## config.mk

```make
export PLATFORM = sky130hd
export DESIGN_NAME = ball_motion_scheduler
export DESIGN_NICKNAME = d
export VERILOG_FILES = /design/src/rtl/ball_motion_scheduler.sv
export SDC_FILE = /design/constraint.sdc
export NUM_CORES = 1
export LEC_CHECK = 0
export ABC_AREA = 1
export CORE_UTILIZATION = 55
export DETAILED_ROUTE_END_ITERATION = 7
export PLACE_DENSITY_LB_ADDON = 0.25
export SYNTH_ARGS = -nofsm -noshare
export SYNTH_HDL_FRONTEND = slang
export SYNTH_SLANG_ARGS = --single-unit
```

## constraint.sdc

```tcl
create_clock -name clk -period 7.65 [get_ports clk]
set_clock_uncertainty 0.05 [all_clocks]
set_input_delay 0.765 -clock clk [delete_from_list [all_inputs] [get_ports clk]]
set_output_delay 0.765 -clock clk [all_outputs]
set_load 0.05 [all_outputs]
```

## src/rtl/ball_motion_scheduler.sv

```systemverilog
// Ball motion scheduler: per-frame position/velocity update for NUM_BALLS balls
// through one shared datapath, with host config writes arbitrated against it.
module ball_motion_scheduler #(
   parameter int unsigned NUM_BALLS  = 4,
   parameter int unsigned BALL_SIZE  = 4,
   parameter int unsigned H_LIMIT    = 256,
   parameter int unsigned V_LIMIT    = 240,
   parameter int unsigned INIT_POS   = 128,
   parameter logic [8:0]  INIT_HMOVE = 9'h1FE,
   parameter logic [8:0]  INIT_VMOVE = 9'h002,
   localparam int unsigned IW        = $clog2(NUM_BALLS)
) (
   input  logic          clk,
   input  logic          reset,
   input  logic          vsync,
   input  logic          cfg_we,
   input  logic [IW-1:0] cfg_idx,
   input  logic [8:0]    cfg_hpos,
   input  logic [8:0]    cfg_vpos,
   input  logic [8:0]    cfg_hmove,
   input  logic [8:0]    cfg_vmove,
   output logic          cfg_ack,
   input  logic [IW-1:0] rd_idx,
   output logic [8:0]    rd_hpos,
   output logic [8:0]    rd_vpos,
   output logic          busy,
   output logic          frame_done,
   output logic          bounce_h,
   output logic          bounce_v,
   output logic [IW-1:0] bounce_idx,
   output logic          overrun
);

   localparam logic [8:0] H_THRESH = 9'(H_LIMIT - BALL_SIZE);
   localparam logic [8:0] V_THRESH = 9'(V_LIMIT - BALL_SIZE);

   typedef enum logic [1:0] {IDLE, UPDATE, DONE} state_t;

   state_t        state, state_next;
   logic [IW-1:0] idx, idx_next;
   logic          pending, pending_next;
   logic          vsync_q;
   logic          edge_det;
   logic          consume;
   logic          upd;

   logic [8:0] hpos  [NUM_BALLS];
   logic [8:0] vpos  [NUM_BALLS];
   logic [8:0] hmove [NUM_BALLS];
   logic [8:0] vmove [NUM_BALLS];

   logic [8:0] nh, nv;
   logic       hit_h, hit_v;

   assign edge_det = vsync & ~vsync_q;
   assign consume  = (state == IDLE) & pending;
   assign upd      = (state == UPDATE);
   assign busy     = (state != IDLE);
   assign cfg_ack  = cfg_we & (state == IDLE) & ~pending;
   assign rd_hpos  = hpos[rd_idx];
   assign rd_vpos  = vpos[rd_idx];

   // Shared per-ball step: add velocity, detect boundary crossing (unsigned compare
   // also catches wrap below zero).
   always_comb begin
      nh    = hpos[idx] + hmove[idx];
      nv    = vpos[idx] + vmove[idx];
      hit_h = (nh >= H_THRESH);
      hit_v = (nv >= V_THRESH);
   end

   // Next-state, ball index and pending-frame logic.
   always_comb begin
      state_next   = state;
      idx_next     = idx;
      pending_next = pending | edge_det;
      case (state)
         IDLE: begin
            if (pending) begin
               state_next   = UPDATE;
               idx_next     = '0;
               pending_next = edge_det;
            end
         end
         UPDATE: begin
            if (idx == IW'(NUM_BALLS - 1)) state_next = DONE;
            else                           idx_next   = idx + IW'(1);
         end
         DONE:    state_next = IDLE;
         default: state_next = IDLE;
      endcase
   end

   // Control registers, status pulses and sticky overrun.
   always_ff @(posedge clk or posedge reset) begin
      if (reset) begin
         state      <= IDLE;
         idx        <= '0;
         pending    <= 1'b0;
         vsync_q    <= 1'b0;
         frame_done <= 1'b0;
         bounce_h   <= 1'b0;
         bounce_v   <= 1'b0;
         bounce_idx <= '0;
         overrun    <= 1'b0;
      end else begin
         state      <= state_next;
         idx        <= idx_next;
         pending    <= pending_next;
         vsync_q    <= vsync;
         frame_done <= (state_next == DONE);
         bounce_h   <= upd & hit_h;
         bounce_v   <= upd & hit_v;
         if (upd & (hit_h | hit_v)) bounce_idx <= idx;
         if (edge_det & pending & ~consume) overrun <= 1'b1;
      end
   end

   // Ball register file: update engine in UPDATE, host writes only when acked.
   always_ff @(posedge clk or posedge reset) begin
      if (reset) begin
         for (int i = 0; i < int'(NUM_BALLS); i++) begin
            hpos[i]  <= 9'(INIT_POS);
            vpos[i]  <= 9'(INIT_POS);
            hmove[i] <= INIT_HMOVE;
            vmove[i] <= INIT_VMOVE;
         end
      end else if (upd) begin
         if (hit_h) hmove[idx] <= 9'd0 - hmove[idx];
         else       hpos[idx]  <= nh;
         if (hit_v) vmove[idx] <= 9'd0 - vmove[idx];
         else       vpos[idx]  <= nv;
      end else if (cfg_ack) begin
         hpos[cfg_idx]  <= cfg_hpos;
         vpos[cfg_idx]  <= cfg_vpos;
         hmove[cfg_idx] <= cfg_hmove;
         vmove[cfg_idx] <= cfg_vmove;
      end
   end

endmodule

```

Word level (Yosys, flattened, before mapping)
Index checks and enable logic that the tools add are counted.
{"block": "op_classes", "add_sub_neg": 5, "order_cmp": 7, "n_eq_ne": 9, "mux": 50, "n_bitwise": 17, "n_reduce_logical": 11}
{"cell": "$mux 36", "count": 12}
{"cell": "$bwmux 36", "count": 8}
{"cell": "$mux 9", "count": 14}
{"cell": "$bmux 9 s2", "count": 6}
{"cell": "$demux 9 s2", "count": 2}
{"cell": "$add 9x9->9", "count": 2}
{"cell": "$ge 9x8->1 const B", "count": 2}
{"cell": "$sub 1x9->9 const A", "count": 2}
{"cell": "$and 1x1->1", "count": 9}
{"cell": "$ge 3x3->1 const B", "count": 3}
{"cell": "$not 2->3", "count": 3}
{"cell": "$mux 2", "count": 4}
{"cell": "$ne 2x2->1 const B", "count": 4}
{"cell": "$pmux 2 s2", "count": 2}
{"cell": "$reduce_and 2->1", "count": 4}
{"cell": "$lt 3x1->1 const B", "count": 2}
{"cell": "$reduce_bool 2->1", "count": 3}
{"cell": "$eq 2x2->1 const B", "count": 2}
{"cell": "$ne 2x1->1 const B", "count": 2}
{"cell": "$not 1->1", "count": 3}
{"cell": "$reduce_and 3->1", "count": 1}
{"cell": "$add 2x1->2 const B", "count": 1}
{"cell": "$eq 2x1->1 const B", "count": 1}
{"cell": "$logic_and 1x1->1", "count": 2}
{"cell": "3 further kinds", "count": 5}
{"block": "word_totals", "reg_bits": 156, "in_bits": 44, "out_inout_bits": 26, "elab_cells": 124}

Logic depth before layout (Yosys ltp)
{"block": "depth", "depth_word": 8, "ltp_mapped": 25, "ltp_nobuf": 22}

Worst setup path after synthesis
OpenSTA, ideal clock, no wires.
{"block": "synth_path", "path_kind": "register to register", "from": "register idx[0]", "to": "register hpos[27] (netlist bit)", "setup_ns": 0.117, "arrival_ns": 3.007, "required_ns": 7.483, "slack_ns": 4.476, "stages_incl_launch_ff": 22, "n_path_buf": 5, "period_less_slack_ns": 3.174, "cell_sequence": "dfrtp_1 buf_6 buf_6 buf_2 clkbuf_1 o21ai_0 o22ai_1 ha_1 fa_1 nand3_1 nand2_1 nand2_1 nand3b_1 nand2_1 nor2_1 nand2_1 nand3_4 nand2_2 buf_6 nand2_4 nand2_1 nand2_1"}
{"block": "synth_between", "elab_chain_len": 8, "word_cells_on_any_way": 19, "cone_classes": "add/sub: 1; order compare: 3; eq/ne: 1; mux: 11; bitwise: 1; reduce/logical: 2"}
{"item": "start, declared", "line": "40", "text": "logic [IW-1:0] idx, idx_next;"}
{"item": "start signal, assigned", "line": "108", "text": "idx <= idx_next;"}
{"item": "$not 2->3 (implied by the code) *", "line": "66, 130"}
{"item": "$bmux 9 s2 (tied with other cells)", "line": "66", "text": "nh = hpos[idx] + hmove[idx];"}
{"item": "$mux 9 (implied by the code) or $logic_and 1x1->1 (tied branches)", "line": "66, 130"}
{"item": "$mux 9 (on tied branches)", "line": "66, 130"}
{"item": "$add 9x9->9 or $demux 9 s2 (tied branches)", "line": "66, 130"}
{"item": "$ge 9x8->1 or $bwmux 36 (tied branches)", "line": "68, 130"}
{"item": "$ne 2x2->1 (no source line) or $mux 36 (tied branches)"}
{"item": "$reduce_and 2->1 (no source line) or $mux 36 (tied branches)"}
{"item": "end signal, assigned by index", "line": "123", "text": "hpos[i] <= 9'(INIT_POS);"}
{"item": "end signal, assigned by index", "line": "130", "text": "else hpos[idx] <= nh;"}
{"item": "end signal, assigned by index", "line": "134", "text": "hpos[cfg_idx] <= cfg_hpos;"}
{"item": "end, declared", "line": "47", "text": "logic [8:0] hpos [NUM_BALLS];"}
Mark *: on every way between the ends. The rest lies on a longest branch, timed or not. The select of a mux whose other input is x is not followed.
A chain may end at the register's enable or synchronous reset.

Worst setup path in the final report
{"block": "layout_path", "from": "register idx[0]", "to": "register hpos[15] (netlist bit)"}
The elaborated chain is that of the path after synthesis.

==> flow_metrics.tcl <==
set metrics [dict create \
    async_reset_ff_frac 1.000 \
    path_clk_slew_ns 0.07 \
    cp_num_buf_inv 3 \
    seq_area_frac_synth 0.3687 \
    crit_cells 21 \
    wl_um 34270 \
    grt_antenna_before_repair 0 \
    cp_cell_sequence "inv_2 > buf_4 > nand2_1 > nand3_1 > nand2_2 > inv_2 > ha_1 > fa_1 > nand3_1 > nand2_1 > nand2_1 > nand2_1 > nand2_1 > nand2_1 > nor2_1 > nand2_1 > nand3_4 > nand2_2 > nand2_4 > nand2_1 > nand2_1" \
    synthFlopType "dfrtp_1" \
    gp_congestion 0.9014 \
    rows 50 \
    powerDensity_nw_per_um2 543.4 \
    worstPathRequired_ns 7.93 \
    nets 1629 \
    slew_viol_final 0 \
    power_leakage_uw 0.006010 \
    r2r-end "hpos[15]" \
    synth_edf_count 0 \
    fillers 1794 \
    grt_util_met1 0.4777 \
    cts-root-buf "clkbuf_16" \
    area_delta_synth_final_pct 11.69 \
    post-synth-top-count-cell "nand2_1" \
    period_share 0.6471 \
    start_util 0.5683 \
    tritoncts.num_buffers 17 \
    cts_tree "built" \
    grt_pass1_wl_um 54340 \
    drtAntennaViolNets 0 \
    period_needed_ns 4.951 \
    cp_top_family "simple AND/OR/NAND/NOR gates" \
    critPathCaptureType "flip-flop" \
    grt_max_degree 81 \
    die_area_um2 20090 \
    viasPerCell 6.148 \
    gr-total-overflow 0 \
    tightest_slew_ns 1.057 \
    dp_cells 1802 \
    grt_usage 0.3496 \
    synth.area.top_cells "dfrtp_1 26%, nand2_1 18%, dfstp_2 11%" \
    synth_top_cell_by_area "dfrtp_1" \
    crit_path_end "hpos[15]" \
    synth.distinct_cells 36 \
    cp-start-kind "flip-flop" \
    fmax_mhz 202.0 \
    maxSlewHeadroom 0.2939 \
    die_x_um 141.7 \
    clk_latency_ns 0.44 \
    hold_viol_final 0 \
    vias 11280 \
    grt_use_met2 0.5541 \
    crit_top_cell "nand2_1" \
    first_pass_iters 6 \
    synth_top_cell_area_share 0.2610 \
    synth_fp_nets 1617 \
    cts.sinks 156 \
    busiest_layer "met2" \
    ir_drop_mv 0.5080 \
    ys_top_cells_by_count "504 x nand2_1, 210 x nand3_1, 140 x o22ai_1, 112 x dfrtp_1, 104 x inv_1" \
    min_path_type "reg -> reg" \
    reg2regPathDepth 21 \
    post_cts_resized 0 \
    cts_hold_buf 0 \
    r2r_start "idx[0]" \
    fin_tns_setup_ns 0 \
    portBuffers 69 \
    instances_no_fill 1834 \
    slowest_delay_ns 0.80 \
    htree_levels 4 \
    cts_setup_buffers 0 \
    cts.path.max_buffers 2 \
    layout-drive-gt1-share 0.09593 \
    avgSynthCellArea_um2 6.932 \
    status "completed" \
    grt_pass1_vias 10290 \
    drtIter0Drc 1528 \
    drc 0 \
    ios 70 \
    drv_cap 0 \
    critPathMaxFanout 44 \
    antenna_cells 0 \
    synth_cells 1549 \
    wl_per_cell_um 18.68 \
    synth_area_um2 10740 \
    critPathLaunch "idx[0]" \
    cp.arrival_ns 5.23 \
    place_area_um2 11420 \
    ys_ff_latch 156 \
    grt_use_met3 0.05062 \
    yosys_warnings 0 \
    cp_slowest_cell "nand2_2" \
    setup_violations 0 \
    design_area_um2 11990 \
    rsz0062_at_grt "false" \
    rrSetupSlack_ns 2.70 \
    core_um2 18890 \
    dieHeight_um 141.7 \
    dpl.hpwl_um 20390 \
    criticalPathCategory "reg -> reg" \
]
registers in the layout, summed over array words and instances (netlist names):
signal	cells
hpos	36
hmove	36
state	2
vmove	36
bounce_v	1
bounce_idx	2
frame_done	1
vpos	36
vsync_q	1
bounce_h	1
idx	2
pending	1
overrun	1
power breakdown:
part	total (uW)	internal (uW)	switching, uW	leakage [uW]
Sequential	1380	1180	195	0.00194
Clock	859	482	377	0.000266
Combinational	4280	1190	3090	0.00380
Total	6520	2850	3660	0.00601
area by class of cell:
cell class	count	area (um2)	share of cell area
clock inverters	13	142.6	0.01189
repair buffers	88	833.3	0.06948
clock buffers	19	432.9	0.03610
flip-flops and latches	156	3960	0.3302
multi-input cells	1182	5858	0.4885
well taps	260	325.3	0.02713
inverters	116	440.4	0.03672
metrics by stage:
step                      hold slack [ns]  power [uW]  utilization  worst slack, ns
after detailed placement           0.4037        5525       0.6043            2.793
after global placement             0.4015        5450       0.6043            2.969
after CTS                          0.4140        6394       0.6348            2.788
final                              0.4120        6516       0.6348            2.699
after floorplan                    0.3917        4624            -            2.701
after global routing               0.4242        6950       0.6348            2.348
cell families (layout without fill, tap and decap cells):
| logic type | count (synthesis) | in the layout | share of synthesized area |
|---|---|---|---|
| simple gates | 890 | 890 | 0.3702 |
| compound gates | 262 | 262 | 0.1392 |
| buf+inv | 211 | 236 | 0.08623 |
| flops | 156 | 156 | 0.3687 |
| fa+ha+maj | 24 | 24 | 0.02936 |
| xor+xnor | 6 | 6 | 0.006292 |
worst min-delay path, delay by kind of cell (launching register included):
| family | cells | cell delay [ns] |
|---|---|---|
| flops | 1 | 0.37 |
| simple gates | 2 | 0.09 |
per-layer routing:
layer | wire [um] | part of all wire
met5 | 0 | 0
met4 | 1205 | 0.035
met3 | 3797 | 0.11
met2 | 15260 | 0.45
met1 | 14000 | 0.41
how the worst min path moves through the flow:
stage / startpoint / to / slack, ns / cells after the start
2_1_floorplan: hmove[18] / hmove[18] / 0.39 / 2
3_3_place_gp: hmove[10] / hmove[10] / 0.40 / 2
3_5_place_dp: hmove[20] / hmove[20] / 0.40 / 2
4_1_cts: hmove[20] / hmove[20] / 0.41 / 2
5_1_grt: hmove[8] / hmove[8] / 0.42 / 2
6_report: hmove[2] / hmove[2] / 0.41 / 2
cells in the final DEF, fill, tap and decap left out, drive strengths merged:
master | Yosys | layout
fa | 2 | 2
clkdlybuf4s50 | 0 | 69
nor3 | 1 | 1
clkinv | 2 | 6
bufinv | 0 | 2
o22ai | 140 | 140
nand2 | 532 | 532
ha | 22 | 22
nand4 | 40 | 40
nand3 | 217 | 217
dfstp | 44 | 44
buf | 39 | 19
o21bai | 2 | 2
xor2 | 6 | 6
nor2 | 97 | 97
dfrtp | 112 | 112
clkbuf | 56 | 19
o21ai | 113 | 113
a31o | 1 | 1
nand3b | 3 | 3
inv | 114 | 116
a21oi | 6 | 6
clkinvlp | 0 | 5
Note: power is estimated with default switching activity, not from simulation.
